===== config.mk =====
export PLATFORM = sky130hd
export DESIGN_NAME = dbus_interconnect_flat
export DESIGN_NICKNAME = d
export VERILOG_FILES = /design/src/rtl/dbus_interconnect_if.sv /design/src/rtl/dbus_interconnect.sv /design/src/flat_wrapper.sv
export SDC_FILE = /design/constraint.sdc
export NUM_CORES = 1
export LEC_CHECK = 0
export CAP_MARGIN = 15
export CORE_AREA = 2 2 203 205
export CTS_BUF_LIST = sky130_fd_sc_hd__clkbuf_4
export DETAILED_ROUTE_END_ITERATION = 10
export DIE_AREA = 0 0 205 207
export SLEW_MARGIN = 20
export SYNTH_ARGS = -nofsm -noshare
export SYNTH_HDL_FRONTEND = slang
export SYNTH_SLANG_ARGS = --single-unit

===== constraint.sdc =====
create_clock -name clk -period 2.07 [get_ports clk]
set_input_delay 0.3105 -clock clk [delete_from_list [all_inputs] [get_ports clk]]
set_output_delay 0.3105 -clock clk [all_outputs]
set_load 0.02 [all_outputs]

===== src/rtl/dbus_interconnect_if.sv =====
// CPU data port and shared slave bus of the data-bus interconnect.
interface dbus_interconnect_if #(
  parameter int NUM_SLAVES = 8,
  parameter int SLAVE_AW   = 16
);
  logic                     dmem_rd;
  logic [31:0]              dmem_raddr;
  logic [31:0]              dmem_rdata;
  logic                     dmem_wr;
  logic [31:0]              dmem_waddr;
  logic [31:0]              dmem_wdata;
  logic [3:0]               dmem_wstrb;
  logic                     bus_stall;
  logic [NUM_SLAVES-1:0]    slave_rd;
  logic [SLAVE_AW-1:0]      slave_raddr;
  logic [NUM_SLAVES*32-1:0] slave_rdata;
  logic [NUM_SLAVES-1:0]    slave_rready;
  logic [NUM_SLAVES-1:0]    slave_wr;
  logic [SLAVE_AW-1:0]      slave_waddr;
  logic [31:0]              slave_wdata;
  logic [3:0]               slave_wstrb;
  logic                     err_valid;
  logic [1:0]               err_type;
  logic [31:0]              err_addr;
  logic                     err_clr;

  // Handshake: a read is accepted in a cycle with dmem_rd=1 and bus_stall=0; its data is on
  // dmem_rdata in the first later cycle with bus_stall=0, and the CPU holds dmem_rd while stalled.
  modport master (
    output dmem_rd, dmem_raddr, dmem_wr, dmem_waddr, dmem_wdata, dmem_wstrb, err_clr,
           slave_rdata, slave_rready,
    input  dmem_rdata, bus_stall, slave_rd, slave_raddr, slave_wr, slave_waddr,
           slave_wdata, slave_wstrb, err_valid, err_type, err_addr
  );

  modport slave (
    input  dmem_rd, dmem_raddr, dmem_wr, dmem_waddr, dmem_wdata, dmem_wstrb, err_clr,
           slave_rdata, slave_rready,
    output dmem_rdata, bus_stall, slave_rd, slave_raddr, slave_wr, slave_waddr,
           slave_wdata, slave_wstrb, err_valid, err_type, err_addr
  );
endinterface


===== src/rtl/dbus_interconnect.sv =====
// Data-bus interconnect: address decode, stalling read path with timeout,
// combinational write path and sticky first-error capture.
module dbus_interconnect #(
  parameter int                                   NUM_SLAVES     = 8,
  parameter int                                   BASEADDR_WIDTH = 8,
  parameter int                                   SLAVE_AW       = 16,
  parameter logic [NUM_SLAVES*BASEADDR_WIDTH-1:0] BASEADDRS      = 64'h0706050403020100,
  parameter logic [31:0]                          DEFAULT_RDATA  = 32'hDEAD_BEEF,
  parameter int                                   TIMEOUT        = 15
) (
  input  logic               clk,
  input  logic               rst,
  dbus_interconnect_if.slave bus,
  output logic               dbg_state_o
);
  localparam int SW = (NUM_SLAVES > 1) ? $clog2(NUM_SLAVES) : 1;
  localparam int CW = $clog2(TIMEOUT + 1);
  localparam logic [CW-1:0] TMO = CW'(TIMEOUT);

  typedef enum logic {S_IDLE = 1'b0, S_PEND = 1'b1} state_e;

  state_e          state_q, state_d;
  logic [SW-1:0]   sel_q, sel_d;
  logic            unmapped_q, unmapped_d;
  logic [31:0]     raddr_q, raddr_d;
  logic [CW-1:0]   wait_q, wait_d;
  logic            err_valid_q, err_valid_d;
  logic [1:0]      err_type_q, err_type_d;
  logic [31:0]     err_addr_q, err_addr_d;

  logic [NUM_SLAVES-1:0] rd_oh, wr_oh;
  logic [31:0]           rdata;
  logic                  stall, done, accept, rd_err, wr_err;
  logic [1:0]            rd_err_type;

  // Lowest index wins on overlapping base tags.
  function automatic logic [NUM_SLAVES-1:0] decode(input logic [31:0] addr);
    logic [NUM_SLAVES-1:0] oh;
    oh = '0;
    for (int i = NUM_SLAVES - 1; i >= 0; i--) begin
      if (addr[31 -: BASEADDR_WIDTH] == BASEADDRS[i*BASEADDR_WIDTH +: BASEADDR_WIDTH]) begin
        oh    = '0;
        oh[i] = 1'b1;
      end
    end
    return oh;
  endfunction

  function automatic logic [SW-1:0] onehot_idx(input logic [NUM_SLAVES-1:0] oh);
    logic [SW-1:0] idx;
    idx = '0;
    for (int i = 0; i < NUM_SLAVES; i++) begin
      if (oh[i]) idx = SW'(i);
    end
    return idx;
  endfunction

  assign rd_oh = decode(bus.dmem_raddr);
  assign wr_oh = decode(bus.dmem_waddr);

  always_comb begin
    state_d     = state_q;
    sel_d       = sel_q;
    unmapped_d  = unmapped_q;
    raddr_d     = raddr_q;
    wait_d      = wait_q;
    rdata       = '0;
    stall       = 1'b0;
    done        = 1'b0;
    rd_err      = 1'b0;
    rd_err_type = 2'b00;
    if (state_q == S_PEND) begin
      if (unmapped_q) begin
        rdata       = DEFAULT_RDATA;
        done        = 1'b1;
        rd_err      = 1'b1;
        rd_err_type = 2'b01;
      end else if (bus.slave_rready[sel_q]) begin
        rdata = bus.slave_rdata[{sel_q, 5'd0} +: 32];
        done  = 1'b1;
      end else if (wait_q == TMO) begin
        rdata       = DEFAULT_RDATA;
        done        = 1'b1;
        rd_err      = 1'b1;
        rd_err_type = 2'b11;
      end else begin
        stall  = 1'b1;
        wait_d = wait_q + CW'(1);
      end
    end
    // A new request may be accepted in the same cycle the previous one completes.
    accept = bus.dmem_rd & ~stall;
    if (accept) begin
      state_d    = S_PEND;
      sel_d      = onehot_idx(rd_oh);
      unmapped_d = ~|rd_oh;
      raddr_d    = bus.dmem_raddr;
      wait_d     = '0;
    end else if (done) begin
      state_d = S_IDLE;
    end
  end

  always_comb begin
    wr_err      = bus.dmem_wr & ~|wr_oh;
    err_valid_d = err_valid_q;
    err_type_d  = err_type_q;
    err_addr_d  = err_addr_q;
    if (bus.err_clr) begin
      err_valid_d = 1'b0;
      err_type_d  = 2'b00;
      err_addr_d  = '0;
    end else if (!err_valid_q) begin
      if (rd_err) begin
        err_valid_d = 1'b1;
        err_type_d  = rd_err_type;
        err_addr_d  = raddr_q;
      end else if (wr_err) begin
        err_valid_d = 1'b1;
        err_type_d  = 2'b10;
        err_addr_d  = bus.dmem_waddr;
      end
    end
  end

  always_ff @(posedge clk) begin
    if (rst) begin
      state_q     <= S_IDLE;
      sel_q       <= '0;
      unmapped_q  <= 1'b0;
      raddr_q     <= '0;
      wait_q      <= '0;
      err_valid_q <= 1'b0;
      err_type_q  <= 2'b00;
      err_addr_q  <= '0;
    end else begin
      state_q     <= state_d;
      sel_q       <= sel_d;
      unmapped_q  <= unmapped_d;
      raddr_q     <= raddr_d;
      wait_q      <= wait_d;
      err_valid_q <= err_valid_d;
      err_type_q  <= err_type_d;
      err_addr_q  <= err_addr_d;
    end
  end

  assign bus.dmem_rdata  = rdata;
  assign bus.bus_stall   = stall;
  assign bus.slave_rd    = accept ? rd_oh : '0;
  assign bus.slave_raddr = bus.dmem_raddr[SLAVE_AW-1:0];
  assign bus.slave_wr    = bus.dmem_wr ? wr_oh : '0;
  assign bus.slave_waddr = bus.dmem_waddr[SLAVE_AW-1:0];
  assign bus.slave_wdata = bus.dmem_wdata;
  assign bus.slave_wstrb = bus.dmem_wstrb;
  assign bus.err_valid   = err_valid_q;
  assign bus.err_type    = err_type_q;
  assign bus.err_addr    = err_addr_q;
  assign dbg_state_o     = state_q;
endmodule


===== src/flat_wrapper.sv =====
// flat-port wrapper written by rule: the top's interface ports become plain ports
module dbus_interconnect_flat 
#(
  parameter int                                   NUM_SLAVES     = 8,
  parameter int                                   BASEADDR_WIDTH = 8,
  parameter int                                   SLAVE_AW       = 16,
  parameter logic [NUM_SLAVES*BASEADDR_WIDTH-1:0] BASEADDRS      = 64'h0706050403020100,
  parameter logic [31:0]                          DEFAULT_RDATA  = 32'hDEAD_BEEF,
  parameter int                                   TIMEOUT        = 15
)
  (clk, rst, dbg_state_o, bus_dmem_rd, bus_dmem_raddr, bus_dmem_wr, bus_dmem_waddr, bus_dmem_wdata, bus_dmem_wstrb, bus_err_clr, bus_slave_rdata, bus_slave_rready, bus_dmem_rdata, bus_bus_stall, bus_slave_rd, bus_slave_raddr, bus_slave_wr, bus_slave_waddr, bus_slave_wdata, bus_slave_wstrb, bus_err_valid, bus_err_type, bus_err_addr);
  dbus_interconnect_if #(.NUM_SLAVES(NUM_SLAVES), .SLAVE_AW(SLAVE_AW)) bus_i ();
  input  logic clk;
  input  logic rst;
  output logic dbg_state_o;
  input wire logic [$bits(bus_i.dmem_rd)-1:0] bus_dmem_rd;
  input wire logic [$bits(bus_i.dmem_raddr)-1:0] bus_dmem_raddr;
  input wire logic [$bits(bus_i.dmem_wr)-1:0] bus_dmem_wr;
  input wire logic [$bits(bus_i.dmem_waddr)-1:0] bus_dmem_waddr;
  input wire logic [$bits(bus_i.dmem_wdata)-1:0] bus_dmem_wdata;
  input wire logic [$bits(bus_i.dmem_wstrb)-1:0] bus_dmem_wstrb;
  input wire logic [$bits(bus_i.err_clr)-1:0] bus_err_clr;
  input wire logic [$bits(bus_i.slave_rdata)-1:0] bus_slave_rdata;
  input wire logic [$bits(bus_i.slave_rready)-1:0] bus_slave_rready;
  output wire logic [$bits(bus_i.dmem_rdata)-1:0] bus_dmem_rdata;
  output wire logic [$bits(bus_i.bus_stall)-1:0] bus_bus_stall;
  output wire logic [$bits(bus_i.slave_rd)-1:0] bus_slave_rd;
  output wire logic [$bits(bus_i.slave_raddr)-1:0] bus_slave_raddr;
  output wire logic [$bits(bus_i.slave_wr)-1:0] bus_slave_wr;
  output wire logic [$bits(bus_i.slave_waddr)-1:0] bus_slave_waddr;
  output wire logic [$bits(bus_i.slave_wdata)-1:0] bus_slave_wdata;
  output wire logic [$bits(bus_i.slave_wstrb)-1:0] bus_slave_wstrb;
  output wire logic [$bits(bus_i.err_valid)-1:0] bus_err_valid;
  output wire logic [$bits(bus_i.err_type)-1:0] bus_err_type;
  output wire logic [$bits(bus_i.err_addr)-1:0] bus_err_addr;
  assign bus_i.dmem_rd = bus_dmem_rd;
  assign bus_i.dmem_raddr = bus_dmem_raddr;
  assign bus_i.dmem_wr = bus_dmem_wr;
  assign bus_i.dmem_waddr = bus_dmem_waddr;
  assign bus_i.dmem_wdata = bus_dmem_wdata;
  assign bus_i.dmem_wstrb = bus_dmem_wstrb;
  assign bus_i.err_clr = bus_err_clr;
  assign bus_i.slave_rdata = bus_slave_rdata;
  assign bus_i.slave_rready = bus_slave_rready;
  assign bus_dmem_rdata = bus_i.dmem_rdata;
  assign bus_bus_stall = bus_i.bus_stall;
  assign bus_slave_rd = bus_i.slave_rd;
  assign bus_slave_raddr = bus_i.slave_raddr;
  assign bus_slave_wr = bus_i.slave_wr;
  assign bus_slave_waddr = bus_i.slave_waddr;
  assign bus_slave_wdata = bus_i.slave_wdata;
  assign bus_slave_wstrb = bus_i.slave_wstrb;
  assign bus_err_valid = bus_i.err_valid;
  assign bus_err_type = bus_i.err_type;
  assign bus_err_addr = bus_i.err_addr;
  dbus_interconnect #(.NUM_SLAVES(NUM_SLAVES), .BASEADDR_WIDTH(BASEADDR_WIDTH), .SLAVE_AW(SLAVE_AW), .BASEADDRS(BASEADDRS), .DEFAULT_RDATA(DEFAULT_RDATA), .TIMEOUT(TIMEOUT)) u_core (.clk(clk), .rst(rst), .bus(bus_i), .dbg_state_o(dbg_state_o));
endmodule

Yosys cells after proc, flatten, opt, wreduce, memory -nomap -nowiden
Cells that the tools add are included.
{ "word_totals": {"input_bits": 369, "ff_bits": 76, "output_inout_bits": 153} }
{ "classes": {"n_reduce_logical": 12, "addsub": 1, "shifts": 1, "bitwise": 7, "magnitude_cmp": 1, "mux": 55, "eq_ne": 15} }
{ "ops": {"columns": ["cell", "n"], "rows": [
  ["256-bit by 9-bit indexed part select with 32-bit output", 1],
  ["32-bit 2-to-1 mux", 6],
  ["8-bit 2-to-1 mux", 18],
  ["8-bit by 3-bit equality test with 1-bit output (second input constant)", 8],
  ["8-bit by 2-bit equality test with 1-bit output (second input constant)", 4],
  ["1-bit 2-to-1 mux", 18],
  ["8-bit by 1-bit equality test with 1-bit output (second input constant)", 2],
  ["8-bit zero test", 2],
  ["2-bit 2-to-1 mux", 8],
  ["8-bit OR reduction", 2],
  ["3-bit 2-to-1 mux", 4],
  ["1-bit NOT", 5],
  ["4-bit by 1-bit adder with 4-bit output (second input constant)", 1],
  ["4-bit equality test (second input constant)", 1],
  ["3-bit by 4-bit less-than comparator with 1-bit output (second input constant)", 1],
  ["4-bit AND reduction", 1],
  ["2-bit nonzero test", 2],
  ["2-bit OR reduction", 2],
  ["1-bit binary-select mux with 3-bit select", 1],
  ["1-bit bitwise AND", 2],
  ["1-bit zero test", 2],
  ["2-bit AND reduction", 1]
]} }

Depth between registers and ports, before layout
Gate-level depths: netlist of run 1.
{ "logic_depth": {"word_depth": 16, "depth_mapped": 8} }

Worst setup path before layout of run 1
OpenSTA, ideal clock, no wires.
{ "synth_timing": {"path_kind": "flip-flop to output port", "from": "reg u_core.sel_q[0]", "to": "out bus_dmem_rdata[18]", "path_slack_ps": -79, "arrival_ps": 1838, "stages_incl_launch_ff": 7, "path_cell_list": "dfxtp_1 -> buf_6 -> buf_2 -> buf_2 -> mux4_2 -> mux2i_1 -> o21ai_0"} }
{ "synth_between": {"elab_chain_len": 5, "elab_cells_between_ends": 6} }
{ "synth_rtl": {"columns": ["item", "line", "text"], "rows": [
  ["from (decl)", "dbus_interconnect.sv:23", "logic [SW-1:0] sel_q, sel_d;"],
  ["from (signal assigned)", "dbus_interconnect.sv:138", "sel_q <= sel_d;"],
  ["parallel branches: the longest is 2 deep, another holds 256-bit by 9-bit indexed part select with 32-bit output", null, null],
  ["32-bit 2-to-1 mux *", "dbus_interconnect.sv:78", "end else if (bus.slave_rready[sel_q]) begin"],
  ["32-bit 2-to-1 mux *", "dbus_interconnect.sv:73", "if (unmapped_q) begin"],
  ["32-bit 2-to-1 mux *", "dbus_interconnect.sv:72", "if (state_q == S_PEND) begin"],
  ["to (decl)", "flat_wrapper.sv:25", "output wire logic [$bits(bus_i.dmem_rdata)-1:0] bus_dmem_rdata;"]
]} }
Mark *: on every way between the ends. The select of a mux whose other input is x is not followed.

Worst setup path after layout of run 1
{ "layout_timing": {"from": "reg u_core.sel_q[0]", "to": "out bus_dmem_rdata[31]"} }
The elaborated chain is that of the path after synthesis.

==> results.toml, run 1 <==
[synthesis]
async_flop_share = 0
synthFlopType = "dfxtp_1"
synth_edf_count = 0
synth_common_cells = "dfxtp_1, buf_4, mux4_2, o21ai_0, clkbuf_1"
yosysSeqAreaShare = 0.243
syn_area_um2 = 6260
synth.avg_cell_area_um2 = 9.79
synth_cells = 639
synth_area_leader_cell = "dfxtp_1"
synth_top_area_frac = 0.243
synth.area.top_cells = "dfxtp_1, mux4_2, buf_4, o2111a_1, mux2i_1"
synth-warning-count = 0
ys_ff_latch = 76
syn_nets = 1009
ys_types = 41
synth_most_common_cell = "dfxtp_1"

[timing]
layout_min_cycle_time_ps = 2710
fin_tns_setup_ps = -31120
fmax_mhz = 369
slew_viol_final = 0
rsz0062_at_grt = "true"
setup_viol = 113
finalHoldViolCount = 0
min_period_over_period = 1.31
finClkSkew_ps = 24.8
relSlewSlack = 0.455
worst_slack_ps = -636
worst_slew_pin_slew_ps = 817

[finish]
area_growth_pct = 95.8
fill_cells = 4226
finalNonFillerCells = 1612
drive_gt1_frac = 0.291
final_cell_area_um2 = 12200
nNetsFinal = 1439

[drt]
detailroute.via_count = 7393
dr.pass1.iters = 5
drc = 0
postRouteAntennaNets = 0
postRouteWirelength_mm = 36.6
post_drt_wl_per_cell_um = 22.7
drtIter0Drc = 417
avgViaCountPerCell = 4.59

[clock_network]
root_buffer = "clkbuf_4"
htreeDepth = 3
insertion_delay_ps = 480
cts.clk_slew.worst_paths_ps = 150
cts_made_buffers = 9
numClockSinks = 76
clk_path_buf_depth = 2
cts_tree = "built"

[global_routing]
grt_start_max_net_pins = 36
overflow = 0
grt_pass1_wl_mm = 49.4
antenna_found_initial = 8
grt_pass1_vias = 7419
grtUsageTotal = 0.158

[worst_hold_path]
hold_path.class = "in -> reg"

[place]
dp.cells = 1547
place_hpwl_mm = 27.6
place.gp.congestion = 0.941
port_buffers = 449
place_area_um2 = 11200

[critical_path]
start_kind = "register"
required_ps = 1760
critPathArrivalTime_ps = 2400
crit_type = "reg -> out"
critPathCaptureType = "output pin"
critPathMaxFanout = 6

[die]
die_h_um = 207
io_pins = 522
rows = 74
dieWidth_um = 205
fp.coreArea_um2 = 40400
die_area_um2 = 42400
start_util = 0.155

[job]
maxCapViolations = 0

[power]
swShare = 0.310
power_mw = 4.48
cellPowerDensity_nw_per_um2 = 366
power_leakage_nw = 4.33
clkPwrFrac = 0.248
switching_power_mw = 1.39
peakVddDrop_mv = 0.204
pwr-share-seq = 0.353
p_int_mw = 3.09
p_comb_frac = 0.399

[run_status]
violations = "setup timing"
outcome = "finished, violations left"
-- stage by stage --
stage,hold WS [ps],worst slack [ps],util
3_5_place_dp,467,-1260,0.277
6_report,191,-636,0.303
4_1_cts,95.2,-732,0.287
2_1_floorplan,389,-71.8,-
5_1_grt,158,-715,0.303
3_3_place_gp,460,-1180,0.277
-- worst max-delay path: stages (launching register included) --
cell and delay, ps:
dfxtp_4 470, mux2_4 330, o22a_4 250, a21oi_4 260, nor2_4 90, buf_12 160
o21ai_1 80, buf_4 140, buf_12 110
-- cell families (layout without fill, tap and decap cells) --
family,Yosys count,count (layout),share of synthesized area
simple gates,138,139,0.120
compound gates,180,180,0.206
buf+inv,144,578,0.139
fa+ha+maj,1,1,0.00200
other cells,0,6,0
flops,76,76,0.243
mux,100,100,0.290
-- timing repair --
action,in CTS,in global routing
pin swaps,19,42
hold buffers,0,0
gates resized for setup,225,176
setup buffers,13,20
cloned,5,8
endpoints found under the setup margin,97,95
-- area by class of cell --
| class | instances | area, um2 | area share |
|---|---|---|---|
| diodes | 6 | 15.0 | 0.00123 |
| clock buffers | 9 | 67.6 | 0.00552 |
| clock inverters | 7 | 88.8 | 0.00725 |
| inverters | 5 | 31.3 | 0.00255 |
| multi-input cells | 420 | 4260 | 0.348 |
| flip-flops and latches | 76 | 1530 | 0.125 |
| well taps | 532 | 666 | 0.0543 |
| repair buffers | 557 | 5590 | 0.456 |
-- worst paths after layout --
path,startpoint,endpoint,slack (ps),cells past startpoint
worst max-delay path,u_core.sel_q[0],bus_dmem_rdata[31],-640,8
worst min-delay path,bus_dmem_waddr[31],u_core.bus.err_addr[31],190,3
worst min register to register,u_core.raddr_q[21],u_core.raddr_q[21],470,2
worst max register to register,u_core.sel_q[0],u_core.bus.err_addr[29],-220,8
-- state kept, by name (all words and copies together) (netlist names) --
name / count
u_core.bus.err_addr: 32
u_core.bus.err_type: 2
u_core.bus.err_valid: 1
u_core.dbg_state_o: 1
u_core.raddr_q: 32
u_core.sel_q: 3
u_core.unmapped_q: 1
u_core.wait_q: 4
-- cells in the final DEF (no fill, tap or decap), drive strengths merged, types with 2 or more instances in the layout --
| master | n |
|---|---|
| clkdlybuf4s50 | 392 |
| buf | 154 |
| dfxtp | 76 |
| mux4 | 64 |
| o21ai | 61 |
| a21oi | 40 |
| nand3 | 38 |
| mux2i | 34 |
| or4 | 33 |
| a211o | 32 |
| o2111a | 32 |
| nor2 | 29 |
| clkbuf | 15 |
| nand2 | 14 |
| nand2b | 7 |
| inv | 7 |
| diode | 6 |
| nor2b | 4 |
| nor3 | 4 |
| nor4 | 3 |
| and2 | 3 |
| nand4 | 3 |
| dlygate4sd2 | 3 |
| a21o | 3 |
| o41ai | 3 |
| clkinv | 3 |
| mux2 | 2 |
| bufinv | 2 |
-- layer usage --
metal	global-route usage	share of wire	up-vias
met1	0.180	0.38	3665
li1	-	-	3331
met3	0.0321	0.068	49
met5	0	0.00033	-
met2	0.289	0.53	346
met4	0.0576	0.023	2
-- power groups by stage --
stage,logic (mW),registers [mW],clock network (mW)
2_1_floorplan,0.663,1.65,0
3_3_place_gp,1.63,1.60,0
3_5_place_dp,1.65,1.61,0
4_1_cts,1.69,1.57,1.16
5_1_grt,1.88,1.59,1.21
6_report,1.79,1.58,1.11
(Power assumes the default switching activity.)
==> run 2: changes to the inputs <==
- TNS_END_PERCENT: not set -> 5
==> run 2 against run 1 <==
Net effect: the flow still finishes with violations (setup timing); critical path depth did not move; clock skew barely moved; count of clock-buffer cells in the layout rose by 1; fmax rose by 0.40%; largest cell class unchanged.
==> results.toml, run 2 (synthesized netlist as in run 1, its figures left out) <==
[finish]
nNetsFinal = 1426
final_cell_area_um2 = 11800
final_common_cell = "clkdlybuf4s50_1"
area_growth_pct = 89.2
fill_cells = 4289
final_cell_mix = "clkdlybuf4s50_1, buf_4, dfxtp_1, mux4_2, nand3_1"
drive_gt1_frac = 0.266

[power]
cellPowerDensity_nw_per_um2 = 362
peakVddDrop_mv = 0.195
power_mw = 4.28
power_leakage_nw = 4.16

[timing]
setup_viol = 115
slew_viol_final = 0
worst_slack_ps = -626
min_period_over_period = 1.30
layout_min_cycle_time_ps = 2700
fmax_mhz = 371
relSlewSlack = 0.541
holdWs_ps = 273
worst_slew_pin_slew_ps = 689
finClkSkew_ps = 24.5
rsz0062_at_grt = "true"
fin_tns_setup_ps = -32310
finalHoldViolCount = 0

[global_routing]
overflow = 0
grtUsageTotal = 0.161
grt_pass1_wl_mm = 50.6
grt_pass1_vias = 7727
antenna_found_initial = 5
grt_start_max_net_pins = 40

[clock_network]
ctsHoldBuffers = 0
insertion_delay_ps = 450
htreeDepth = 3
clk_path_buf_depth = 2
cts_made_buffers = 9
cts.clk_slew.worst_paths_ps = 150
numClockSinks = 76
cts_tree = "built"
root_buffer = "clkbuf_4"

[die]
die_area_um2 = 42400
dieWidth_um = 205
start_util = 0.155
fp.coreArea_um2 = 40400
io_pins = 522
die_h_um = 207
rows = 74

[drt]
detailroute.via_count = 7306
drtIter0Drc = 314
dr.pass1.iters = 4
avgViaCountPerCell = 4.58
drc = 0
post_drt_wl_per_cell_um = 21.9
postRouteAntennaNets = 0
postRouteWirelength_mm = 35.0

[run_status]
outcome = "finished, violations left"
violations = "setup timing"

[critical_path]
crit_chain = "mux2_4 > o22a_4 > buf_6 > a21o_4 > nand4_1 > buf_4 > nor2_2 > buf_6"
critPathTopFamily = "flip-flops"
start_kind = "register"
cpPeakStageDelay_ps = 500
critPathMaxFanout = 8
cp_slowest_cell = "dfxtp_4"
crit_cells = 8
critPathArrivalTime_ps = 2390
critPathCaptureType = "output pin"
cp_num_buf_inv = 3
crit_type = "reg -> out"
crit_top_cell = "buf_6"
reg2reg_depth = 10
required_ps = 1760

[place]
place_area_um2 = 11200
place.gp.congestion = 0.888
place_hpwl_mm = 27.8
dp_slack_ps = -1280
port_buffers = 449

[worst_hold_path]
worst_hold_path.num_cells = 3
hold_path.class = "in -> reg"

[job]
maxCapViolations = 0
## run 2: cell count changes in the layout (fill, tap and decap cells not counted), sizes merged, moves of 2 or more
| cell | delta |
|---|---|
| diode | -3 |
| clkbuf | -5 |
| buf | -11 |
| inv | +2 |
| dlygate4sd2 | +2 |
| clkinv | -3 |
## run 2: worst register-to-register path, delay by kind of cell, from the launching register on
kind,cells,cell delay (ps)
buffers and inverters,5,700
muxes,1,350
DFF,1,500
AOI/OAI and AO/OA,4,750
## run 2: final cells by class
| class | instances | area [um2] | area share |
|---|---|---|---|
| Timing Repair Buffer | 543 | 5370 | 0.453 |
| Multi-Input combinational cell | 421 | 4100 | 0.346 |
| Sequential cell | 76 | 1530 | 0.129 |
| Tap cell | 532 | 666 | 0.0562 |
| Clock buffer | 10 | 75.1 | 0.00634 |
| Clock inverter | 6 | 70.1 | 0.00592 |
| Inverter | 5 | 21.3 | 0.00180 |
| Antenna cell | 3 | 7.51 | 0.000634 |
## run 2: path summary, 6_finish.rpt
path	startpoint	slack, ps	endpoint
worst max-delay path	u_core.sel_q[0]	-630	bus_slave_rd[3]
worst min-delay path	bus_dmem_rd	270	u_core.unmapped_q
worst max register to register	u_core.sel_q[0]	-250	u_core.sel_q[0]
worst min register to register	u_core.raddr_q[15]	480	u_core.raddr_q[15]
## run 2: metrics by stage
step                utilization  cells
floorplan                     -    639
CTS                       0.287   1583
detailed placement        0.277   1551
global route              0.293   1596
finish                    0.293   1596
global placement          0.277   1551
## run 2: routing by layer
layer  GRT usage  wire length [um]  up-vias
met5           0                 0        -
met4      0.0499               729        0
met3      0.0260              2130       40
met2       0.304             18900      357
met1       0.181             13300     3615
li1            -                 -     3294
## run 2: repair_timing
item                       CTS  global route
pin swaps                   19            21
setup buffers               11            11
resized for setup          279            64
setup endpoints to repair  123           122
cloned                       5             0
## run 2: power breakdown
part           leakage [nW]  total (mW)  switching (mW)  internal (mW)
Combinational          3.46        1.70           0.673           1.03
Clock                0.0784       0.999           0.603          0.396
Sequential            0.625        1.58          0.0466           1.54
==> run 3: changes to the inputs <==
- CTS_BUF_LIST: sky130_fd_sc_hd__clkbuf_4 -> not set
==> run 3 against run 2 <==
Net effect: the flow still finishes with violations (setup timing); non-clock buffer count shrank 3; power is 14% higher; global-route usage about the same; critical path depth decreased by 1; cell count shrank 0.25%; register-to-register slack got worse by 70 ps; critical endpoint is now bus_dmem_rdata[30].
==> results.toml, run 3 (synthesized netlist as in run 1, its figures left out) <==
[run_status]
outcome = "finished, violations left"
violations = "setup timing"

[critical_path]
reg2reg_depth = 11
cpPeakStageDelay_ps = 530
crit_type = "reg -> out"
critPathMaxFanout = 11
crit_chain = "buf_12 > buf_12 > buf_16 > mux4_2 > mux2i_1 > o21ai_2 > buf_12"
r2r_setup_slack_ps = -320
cp_slowest_cell = "mux4_2"
reg2reg_from = "u_core.sel_q[0]"
reg2reg_to = "u_core.sel_q[0]"
crit_top_cell = "buf_12"
start_kind = "register"
critPathCaptureType = "output pin"
required_ps = 1760
critPathArrivalTime_ps = 2270

[timing]
rsz0062_at_grt = "true"
fmax_mhz = 387
setup_viol = 117
holdWs_ps = 389
relSlewSlack = 0.558
layout_min_cycle_time_ps = 2580
min_period_over_period = 1.25
finClkSkew_ps = 9.76
finalHoldViolCount = 0
slew_viol_final = 0
worst_slew_pin_slew_ps = 663
worst_slack_ps = -513

[power]
clkPwrFrac = 0.332
switching_power_mw = 1.38
swShare = 0.283
power_mw = 4.89
power_leakage_nw = 4.18
p_int_mw = 3.50
cellPowerDensity_nw_per_um2 = 411
p_comb_frac = 0.344
pwr-share-seq = 0.324
peakVddDrop_mv = 0.339

[drt]
detailroute.via_count = 7269
post_drt_wl_per_cell_um = 21.9
avgViaCountPerCell = 4.57
drc = 0
dr.pass1.iters = 4
postRouteAntennaNets = 0
postRouteWirelength_mm = 34.9
drtIter0Drc = 289

[finish]
finalNonFillerCells = 1592
fill_cells = 4272
area_growth_pct = 90.0
final_common_cell = "clkdlybuf4s50_1"
post-route-util = 0.294
drive_gt1_frac = 0.254
nNetsFinal = 1423
final_cell_mix = "clkdlybuf4s50_1, buf_4, dfxtp_1, mux4_2, nand3_1"

[global_routing]
antenna_found_initial = 4
grt_pass1_vias = 7671
overflow = 0
grtUsageTotal = 0.160
grt_pass1_wl_mm = 50.3
grt_start_max_net_pins = 40

[clock_network]
numClockSinks = 76
ctsHoldBuffers = 0
htreeDepth = 3
root_buffer = "clkbuf_16"
clk_path_buf_depth = 2
cts_made_buffers = 9
cts_tree = "built"
insertion_delay_ps = 340
cts.clk_slew.worst_paths_ps = 70

[die]
fp.coreArea_um2 = 40400
die_area_um2 = 42400
io_pins = 522
start_util = 0.155
dieWidth_um = 205
rows = 74
die_h_um = 207

[place]
place.gp.congestion = 0.888
dp.cells = 1551
place_hpwl_mm = 27.8
port_buffers = 449

[job]
maxCapViolations = 0

[worst_hold_path]
worst_hold_path.num_cells = 3
hold_path.class = "in -> reg"
min_from = "bus_dmem_rd"
min_to = "u_core.unmapped_q"
[run 3: worst max path at each step]
stage                        startpoint                 end  cells after the start
floorplan               u_core.sel_q[1]  bus_dmem_rdata[11]                      5
global placement    bus_slave_rready[1]   bus_dmem_rdata[0]                      7
detailed placement  bus_slave_rready[1]  bus_dmem_rdata[15]                      7
CTS                     u_core.sel_q[0]  bus_dmem_rdata[30]                      7
global route            u_core.sel_q[0]  bus_dmem_rdata[30]                      7
finish                  u_core.sel_q[0]  bus_dmem_rdata[30]                      7
[run 3: worst max-delay path: cells and delay by family, from the launching register on]
kind / cells / cell delay (ps)
flops: 1 / 470
buf+inv: 4 / 580
compound gates: 1 / 110
mux: 2 / 760
[run 3: power groups by stage]
stage	clock network [mW]	logic, mW	registers, mW
floorplan	0	0.660	1.65
global placement	0	1.64	1.61
detailed placement	0	1.65	1.62
CTS	1.70	1.66	1.58
global route	1.75	1.78	1.59
finish	1.62	1.68	1.58
[run 3: stage by stage]
step	setup slack [ps]	TNS [ps]	instance area [um2]
final	-513	-28500	11900
after global routing	-580	-37180	11900
after CTS	-502	-24200	11600
after detailed placement	-1280	-82700	11200
after global placement	-1180	-78770	11200
after floorplan	-71.8	-1810	6270
[run 3: repair_timing]
item                                    4_1_cts  5_1_grt
resized for setup                           256       61
buffers inserted                             10        8
pin swaps                                    13       22
endpoints found under the setup margin      122      122
cloned                                        5        0
[run 3: cell type report]
cell class              instances  area, um2  share of cell area
multi-input cells             421       4050               0.340
clock inverters                 6       70.1             0.00590
diodes                          2       5.00            0.000421
flip-flops and latches         76       1530               0.129
repair buffers                540       5320               0.447
clock buffers                  10        229              0.0193
inverters                       5       21.3             0.00179
well taps                     532        666              0.0560
[run 3: metal layers]
metal,part of all wire,global-route usage
met1,0.38,0.181
met2,0.54,0.303
met3,0.061,0.0263
met4,0.023,0.0521
met5,0,0
